### src/rtl/perceptron_layer_seq.sv
`default_nettype none
// ============================================================================
// Module   : perceptron_layer_seq
// Purpose  : One layer of N_NEURONS perceptrons with N_INPUTS inputs each.
//            A single signed MAC is time-multiplexed over all neurons.
//            Weights, biases and thresholds are loaded serially over a config
//            stream. Input vectors arrive over a valid/ready stream, and the
//            previous result vector can be fed back as the next input
//            (recurrent mode).
// Optional : PERCEPTRON_LAYER_SAT_EN - saturate outputs to the DATA_W signed
//            range instead of truncating.
// Ports    : clk, reset        - clock, asynchronous active-high reset
//            cfg_valid/data/ready - config stream. Per neuron the word order
//                               is w[0..N_INPUTS-1], bias, threshold.
//            in_valid/data/ready  - input vector stream, x[0] first
//            recur_start       - compute again with out_vector as the inputs
//            busy              - high whenever the FSM is not idle
//            out_valid         - one-cycle pulse when out_vector is updated
//            out_vector        - neuron j in bits [j*DATA_W +: DATA_W]
//            out_sel/out_word  - combinational read port; 0 when out of range
// Revision : 1.0 - initial release
// ============================================================================
module perceptron_layer_seq #(
  parameter int DATA_W     = 8,
  parameter int N_INPUTS   = 4,
  parameter int N_NEURONS  = 4,
  parameter int FRAC_SHIFT = 0
) (
  input  logic                                                 clk,
  input  logic                                                 reset,
  input  logic                                                 cfg_valid,
  input  logic [DATA_W-1:0]                                    cfg_data,
  output logic                                                 cfg_ready,
  input  logic                                                 in_valid,
  input  logic [DATA_W-1:0]                                    in_data,
  output logic                                                 in_ready,
  input  logic                                                 recur_start,
  output logic                                                 busy,
  output logic                                                 out_valid,
  output logic [N_NEURONS*DATA_W-1:0]                          out_vector,
  input  logic [((N_NEURONS > 1) ? $clog2(N_NEURONS) : 1)-1:0] out_sel,
  output logic [DATA_W-1:0]                                    out_word
);

  localparam int SEL_W = (N_NEURONS > 1) ? $clog2(N_NEURONS) : 1;
  localparam int IN_W  = (N_INPUTS > 1) ? $clog2(N_INPUTS) : 1;
  localparam int NJ_W  = (N_NEURONS > 1) ? $clog2(N_NEURONS) : 1;
  localparam int CK_W  = $clog2(N_INPUTS + 2);
  localparam int ACC_W = 2*DATA_W + $clog2(N_INPUTS) + 1;
  localparam int PRD_W = 2*DATA_W;
  localparam bit RECUR_OK = (N_INPUTS == N_NEURONS);

  typedef enum logic [2:0] {
    S_IDLE = 3'd0,
    S_CFG  = 3'd1,
    S_IN   = 3'd2,
    S_MAC  = 3'd3,
    S_ACT  = 3'd4
  } state_t;

  state_t state, state_nxt;

  // Config position is tracked as (neuron, word-within-neuron) so no
  // division by N_INPUTS+2 is needed to decode the flat word index.
  logic [NJ_W-1:0] cfg_j;
  logic [CK_W-1:0] cfg_k;
  logic [IN_W-1:0] in_cnt;
  logic [IN_W-1:0] mac_k;
  logic [NJ_W-1:0] mac_j;

  logic signed [DATA_W-1:0] w     [N_NEURONS][N_INPUTS];
  logic signed [DATA_W-1:0] bias  [N_NEURONS];
  logic signed [DATA_W-1:0] th    [N_NEURONS];
  logic signed [DATA_W-1:0] x     [N_INPUTS];
  logic signed [DATA_W-1:0] y_buf [N_NEURONS];
  logic signed [ACC_W-1:0]  acc;

  logic cfg_last_k, cfg_last_j, in_last, mac_last_k, mac_last_j;
  logic recur_req, cfg_fire, in_fire, recur_go;

  assign cfg_last_k = (cfg_k == CK_W'(N_INPUTS + 1));
  assign cfg_last_j = (cfg_j == NJ_W'(N_NEURONS - 1));
  assign in_last    = (in_cnt == IN_W'(N_INPUTS - 1));
  assign mac_last_k = (mac_k == IN_W'(N_INPUTS - 1));
  assign mac_last_j = (mac_j == NJ_W'(N_NEURONS - 1));

  assign recur_req = recur_start && RECUR_OK;
  assign cfg_fire  = cfg_valid && cfg_ready;
  assign in_fire   = in_valid && in_ready;
  assign recur_go  = (state == S_IDLE) && !cfg_valid && recur_req;

  // Feedback path only exists when the output vector can serve as an input
  // vector; otherwise recur_start is never acted upon.
  logic [N_INPUTS*DATA_W-1:0] recur_vec;
  generate
    if (RECUR_OK) begin : g_recur
      assign recur_vec = out_vector;
    end else begin : g_no_recur
      assign recur_vec = '0;
    end
  endgenerate

  // --------------------------------------------------------------------------
  // FSM
  // --------------------------------------------------------------------------
  always_ff @(posedge clk or posedge reset) begin
    if (reset) state <= S_IDLE;
    else       state <= state_nxt;
  end

  always_comb begin
    state_nxt = state;
    cfg_ready = 1'b0;
    in_ready  = 1'b0;
    busy      = 1'b1;
    case (state)
      S_IDLE: begin
        busy      = 1'b0;
        cfg_ready = 1'b1;
        // An input word is only taken when neither config nor a recurrent
        // start claims the cycle.
        in_ready  = !cfg_valid && !recur_req && !reset;
        if (cfg_valid)      state_nxt = S_CFG;
        else if (recur_req) state_nxt = S_MAC;
        else if (in_valid)  state_nxt = in_last ? S_MAC : S_IN;
      end
      S_CFG: begin
        cfg_ready = 1'b1;
        if (cfg_valid && cfg_last_k && cfg_last_j) state_nxt = S_IDLE;
      end
      S_IN: begin
        in_ready = !reset;
        if (in_valid && in_last) state_nxt = S_MAC;
      end
      S_MAC: begin
        if (mac_last_k) state_nxt = S_ACT;
      end
      S_ACT: begin
        state_nxt = mac_last_j ? S_IDLE : S_MAC;
      end
      default: state_nxt = S_IDLE;
    endcase
  end

  // --------------------------------------------------------------------------
  // MAC and activation datapath
  // --------------------------------------------------------------------------
  logic signed [PRD_W-1:0]  prod;
  logic signed [ACC_W-1:0]  prod_ext, bias_ext, th_ext, acc_base, shifted;
  logic signed [DATA_W-1:0] y_val, y_fit;

  assign prod     = x[mac_k] * w[mac_j][mac_k];
  assign prod_ext = {{(ACC_W-PRD_W){prod[PRD_W-1]}}, prod};
  assign bias_ext = {{(ACC_W-DATA_W){bias[mac_j][DATA_W-1]}}, bias[mac_j]};
  assign th_ext   = {{(ACC_W-DATA_W){th[mac_j][DATA_W-1]}}, th[mac_j]};
  // First product of each neuron starts from the bias instead of the old sum.
  assign acc_base = (mac_k == '0) ? bias_ext : acc;
  assign shifted  = acc >>> FRAC_SHIFT;

`ifdef PERCEPTRON_LAYER_SAT_EN
  // Value fits when every bit from the output sign bit upward is identical.
  logic [ACC_W-DATA_W:0] hi_bits;
  assign hi_bits = shifted[ACC_W-1:DATA_W-1];
  always_comb begin
    y_fit = DATA_W'(shifted);
    if (!((hi_bits == '0) || (hi_bits == '1))) begin
      y_fit = shifted[ACC_W-1] ? {1'b1, {(DATA_W-1){1'b0}}}
                               : {1'b0, {(DATA_W-1){1'b1}}};
    end
  end
`else
  assign y_fit = DATA_W'(shifted);
`endif

  // Gating compares the unshifted sum; equality passes.
  assign y_val = (acc >= th_ext) ? y_fit : '0;

  always_ff @(posedge clk or posedge reset) begin
    if (reset) begin
      cfg_j      <= '0;
      cfg_k      <= '0;
      in_cnt     <= '0;
      mac_k      <= '0;
      mac_j      <= '0;
      acc        <= '0;
      out_valid  <= 1'b0;
      out_vector <= '0;
      for (int j = 0; j < N_NEURONS; j++) begin
        bias[j]  <= '0;
        th[j]    <= '0;
        y_buf[j] <= '0;
        for (int k = 0; k < N_INPUTS; k++) w[j][k] <= '0;
      end
      for (int k = 0; k < N_INPUTS; k++) x[k] <= '0;
    end else begin
      out_valid <= 1'b0;

      if (cfg_fire) begin
        if (cfg_k < CK_W'(N_INPUTS))      w[cfg_j][cfg_k[IN_W-1:0]] <= cfg_data;
        else if (cfg_k == CK_W'(N_INPUTS)) bias[cfg_j]              <= cfg_data;
        else                               th[cfg_j]                <= cfg_data;
        if (cfg_last_k) begin
          cfg_k <= '0;
          cfg_j <= cfg_last_j ? '0 : cfg_j + 1'b1;
        end else begin
          cfg_k <= cfg_k + 1'b1;
        end
      end

      if (in_fire) begin
        x[in_cnt] <= in_data;
        in_cnt    <= in_last ? '0 : in_cnt + 1'b1;
      end

      if (recur_go) begin
        for (int k = 0; k < N_INPUTS; k++) x[k] <= recur_vec[k*DATA_W +: DATA_W];
      end

      if (state == S_MAC) begin
        acc   <= acc_base + prod_ext;
        mac_k <= mac_last_k ? '0 : mac_k + 1'b1;
      end

      if (state == S_ACT) begin
        y_buf[mac_j] <= y_val;
        if (mac_last_j) begin
          mac_j     <= '0;
          out_valid <= 1'b1;
          // Publish the whole vector at once; the last neuron's result is
          // still on y_val this cycle.
          for (int j = 0; j < N_NEURONS; j++) begin
            out_vector[j*DATA_W +: DATA_W] <= (j == N_NEURONS - 1) ? y_val : y_buf[j];
          end
        end else begin
          mac_j <= mac_j + 1'b1;
        end
      end
    end
  end

  // --------------------------------------------------------------------------
  // Read port
  // --------------------------------------------------------------------------
  always_comb begin
    out_word = '0;
    for (int j = 0; j < N_NEURONS; j++) begin
      if (out_sel == SEL_W'(j)) out_word = out_vector[j*DATA_W +: DATA_W];
    end
  end

endmodule
`default_nettype wire

### config.mk
export PLATFORM = sky130hd
export DESIGN_NAME = perceptron_layer_seq
export DESIGN_NICKNAME = d
export VERILOG_FILES = /design/src/rtl/perceptron_layer_seq.sv
export SDC_FILE = /design/constraint.sdc
export NUM_CORES = 1
export LEC_CHECK = 0
export ABC_CLOCK_PERIOD_IN_PS = 13200
export CAP_MARGIN = 20
export CORE_ASPECT_RATIO = 0.75
export CORE_MARGIN = 8
export CORE_UTILIZATION = 55
export DETAILED_ROUTE_END_ITERATION = 7
export GPL_TIMING_DRIVEN = 0
export PLACE_DENSITY_LB_ADDON = 0.3
export RECOVER_POWER = 25
export SLEW_MARGIN = 20
export SYNTH_ARGS = -nofsm -noshare
export SYNTH_HDL_FRONTEND = slang
export SYNTH_SLANG_ARGS = --single-unit
### constraint.sdc
create_clock -name clk -period 13.2 [get_ports clk]
set_input_delay 1.98 -clock clk [delete_from_list [all_inputs] [get_ports clk]]
set_output_delay 1.98 -clock clk [all_outputs]
set_load 0.005 [all_outputs]
==> summary.md <==
| Metric | Value |
|---|---|
| Hold Path Depth | 2 |
| R2r setup slk | 5.40 ns |
| Part of the Yosys area used for sequential elements | 43.39% |
| Row count | 57 |
| Vias | ~12000 |
| Post-synthesis mux area share | roughly 25% |
| GRT Overall Usage | between 20% and 30% |
| Vias in the first global route | between 10000 and 15000 |
| Largest area contributor in the netlist | dfrtp_1 |
| Worst hold slack | 0.4831 ns |
| Top-Level Pins | 67 |
| Hold buffer count at CTS | 0 |
| Syn Area/Cell | between 10 and 15 µm² |
| R2r worst-path depth | 22 |
| Starting density of the core | a little under three fifths |
| TritonRoute pass-1 iters | 5 |
| Crit path buf inv count | 3 |
| Largest family of logic cells by synthesized area | multiplexers |
| Final Hold Vio Count | 0 |
| WP data arrival | about 7.5 ns |
| Status | finished, violations left |
| Reg2Reg Capture Point | acc[18]$_DFFE_PP0P_ |
| Setup Fix Bufs, Post-CTS | 0 |
| Most frequent cells after synthesis | dfrtp_1 (314), mux2_2 (219), inv_1 (114) |
| Post-synth cell types | between 50 and 60 |
| Setup TNS | 0 ns |
| Drt drc | 0 |
| CTS clk-pin slew, worst paths | approximately 0.06 ns |
| Fillers | about 2500 |
| Worst Setup Start Kind | input pin |
| Maxcap violations | 3 |
| Num Clock Sinks | 314 |
| Crit path max-delay family | buffers and inverters |
| Synth Area in Adders | roughly 15% |
| CP cell instances | dlygate4sd3_1, clkinvlp_2, clkbuf_1 |
| Post-synth design cell area | ~18000 µm² |
| Hpwl dp | ~34000 µm |
| H-Tree Depth | 1 |
| # setup viols final | 0 |
| Area fraction of the dominant cell type after synthesis | between 40% and 50% |
| Worst Path Max Fanout | between 90 and 100 |
| Antenna violations before repair | 1 |
| Overflow after GRT | 0 |
| Routed WL | between 40000 and 50000 µm |
| Post-Synthesis Cells | roughly 1400 |
| Synth Area in Simple Gates | 6.578% |
| Crit path to | w[58]$_DFFE_PP0P_ |
| Die W | 225.5 µm |
| Final RePlAce weighted congestion | about 0.9 |
| Synth top area cells | dfrtp_1 (43%), mux2_2 (14%), fa_1 (9.3%) |
| Post-CTS resize count | 0 |
| Synth Area in XOR/XNOR | ~1.0% |
| Area of the multi-input gates | 9542 µm² |
| Slew HR | -237.2% |
| Reg-to-reg startpoint | mac_k[0]$_DFFE_PP0P_ |
| Initial detailed-routing violation count | ~900 |
| Final worst slack | slightly above 5 ns |
| Core area | 32380 µm² |
| CTS tree | yes |
| Count leader, synth | dfrtp_1 |
| Fraction of registers with async set or reset after synthesis | between 90% and 100% |
| Fin nets | 1678 |
| CTS Root Cell | clkbuf_16 |
| Crit-path max cell delay | roughly 3.6 ns |
| RSZ-0062 raised after global routing | no |
| Final slew viol count | roughly 240 |
| Dpl ws | a little under 6 ns |
| Post-synth EDFFs | 0 |
| Worst EP required | ~13 ns |
| DR vias/cell | 5.912 |
| Worst-case clock buffer depth | 3 |
| Worst Setup End Kind | asynchronous set/reset pin |
| Crit path max-delay cell type | clkbuf_1 |
| Layout area overhead | 12.31% |
| WP depth | 3 |
| F_max | approximately 120 MHz |
| First-pass GRT wire length | approximately 70000 µm |
| Layout cells sized above 1 | 24.95% |
| Slew @ Worst Pin | a little over 5 ns |
| Reg area | about 7900 µm² |
| Crit. Startpoint | reset |
| Per-cell routed wire length | ~23 µm |
| Violated checks | max-capacitance violations, max-slew violations |
| Critical Setup Path Class | input pin to asynchronous set/reset pin |
| Clock Skew | 0.01607 ns |
| Post-synthesis compound-gate area fraction | approximately 6% |
| Pin count of the biggest net entering global routing | 97 |
| Port bufs | 64 |
| TritonCTS Buffers | 31 |
| Post-DRT Antenna Nets | 0 |
| Fin crit period | about 8.0 ns |
| Die span in y | between 150 and 200 µm |
| Worst min-delay path category | flip-flop to flip-flop |
| Worst skew pair latency | 0.60 ns |
| Die area | slightly below 40000 µm² |
| Post-synthesis net count | approximately 1600 |
| Synth Register Bits | approximately 310 |
| YS warnings | 0 |
| Ys flop type | dfrtp_1 |
| Fin crit share | roughly 61% |
[cells in the final DEF, fill, tap and decap left out, types with 9 or more instances in the layout]
master           instances
nor2b_1                 10
inv_1                  114
a22o_1                  32
and2_1                  42
a21oi_1                 21
dfrtp_1                314
nand2_2                 10
clkbuf_1                52
xnor2_1                  9
o21ai_0                 73
ha_1                    77
fa_1                    84
mux2_2                 219
xor2_1                  10
clkdlybuf4s50_1         62
nand2_1                101
mux2i_1                 31
mux4_2                  66
clkbuf_16               31
buf_2                   11
nor2_1                  26
[registers in the layout, summed over array words and instances, names as in the netlist]
| register | flops |
|---|---|
| acc | 19 |
| cfg_k | 3 |
| out_vector | 32 |
| w | 128 |
| x | 32 |
| mac_j | 2 |
| th | 32 |
| out_valid | 1 |
| bias | 32 |
| state | 3 |
| in_cnt | 2 |
| cfg_j | 2 |
| y_buf | 24 |
| mac_k | 2 |
[metal layers]
layer  global-route usage [%]  vias up  part of all wire, %
li1                         -     5109                    -
met1                    36.21     6079                   47
met2                    33.54      355                   43
met3                    6.644       55                  7.9
met4                    4.244        2                  1.6
met5                        0        -                0.029
[cell families after synthesis]
logic type / count (synthesis)
buf+inv: 175
flops: 314
xor+xnor: 20
fa+ha+maj: 161
mux: 327
simple gates: 232
compound gates: 165
[cell type report]
cell class	instances	share of cell area [%]
multi-input combinational	905	46.92
sequential	314	38.64
clock buffer	47	4.454
timing repair buffer	67	3.322
tap	442	2.719
inverter	116	2.147
buffer	59	1.249
clock inverter	11	0.5414
antenna	1	0.01230
[worst min-delay path, stage by stage (launching register included)]
cell	delay, ns
dfrtp_1	0.34
nand2_1	0.04
o21ai_0	0.06
[per-stage QoR]
step / cell area (µm²) / utilization (%) / std cells
after floorplan: 18110 / - / 1394
after global placement: 19300 / 59.61 / 1900
after detailed placement: 19390 / 59.89 / 1903
after CTS: 20410 / 63.03 / 1961
after global routing: 20330 / 62.80 / 1961
final: 20340 / 62.81 / 1962
[worst min-delay path by stage]
stage / start / endpoint / slack [ns]
6_report: x[4]$_DFFE_PP0P_ / x[4]$_DFFE_PP0P_ / 0.48
5_1_grt: x[6]$_DFFE_PP0P_ / x[6]$_DFFE_PP0P_ / 0.51
4_1_cts: x[4]$_DFFE_PP0P_ / x[4]$_DFFE_PP0P_ / 0.48
3_5_place_dp: x[4]$_DFFE_PP0P_ / x[4]$_DFFE_PP0P_ / 0.47
3_3_place_gp: x[0]$_DFFE_PP0P_ / x[0]$_DFFE_PP0P_ / 0.46
2_1_floorplan: x[0]$_DFFE_PP0P_ / x[0]$_DFFE_PP0P_ / 0.44
Power is not shown: default switching activity piles up to over one toggle a cycle in this logic, so the estimate is an artifact.
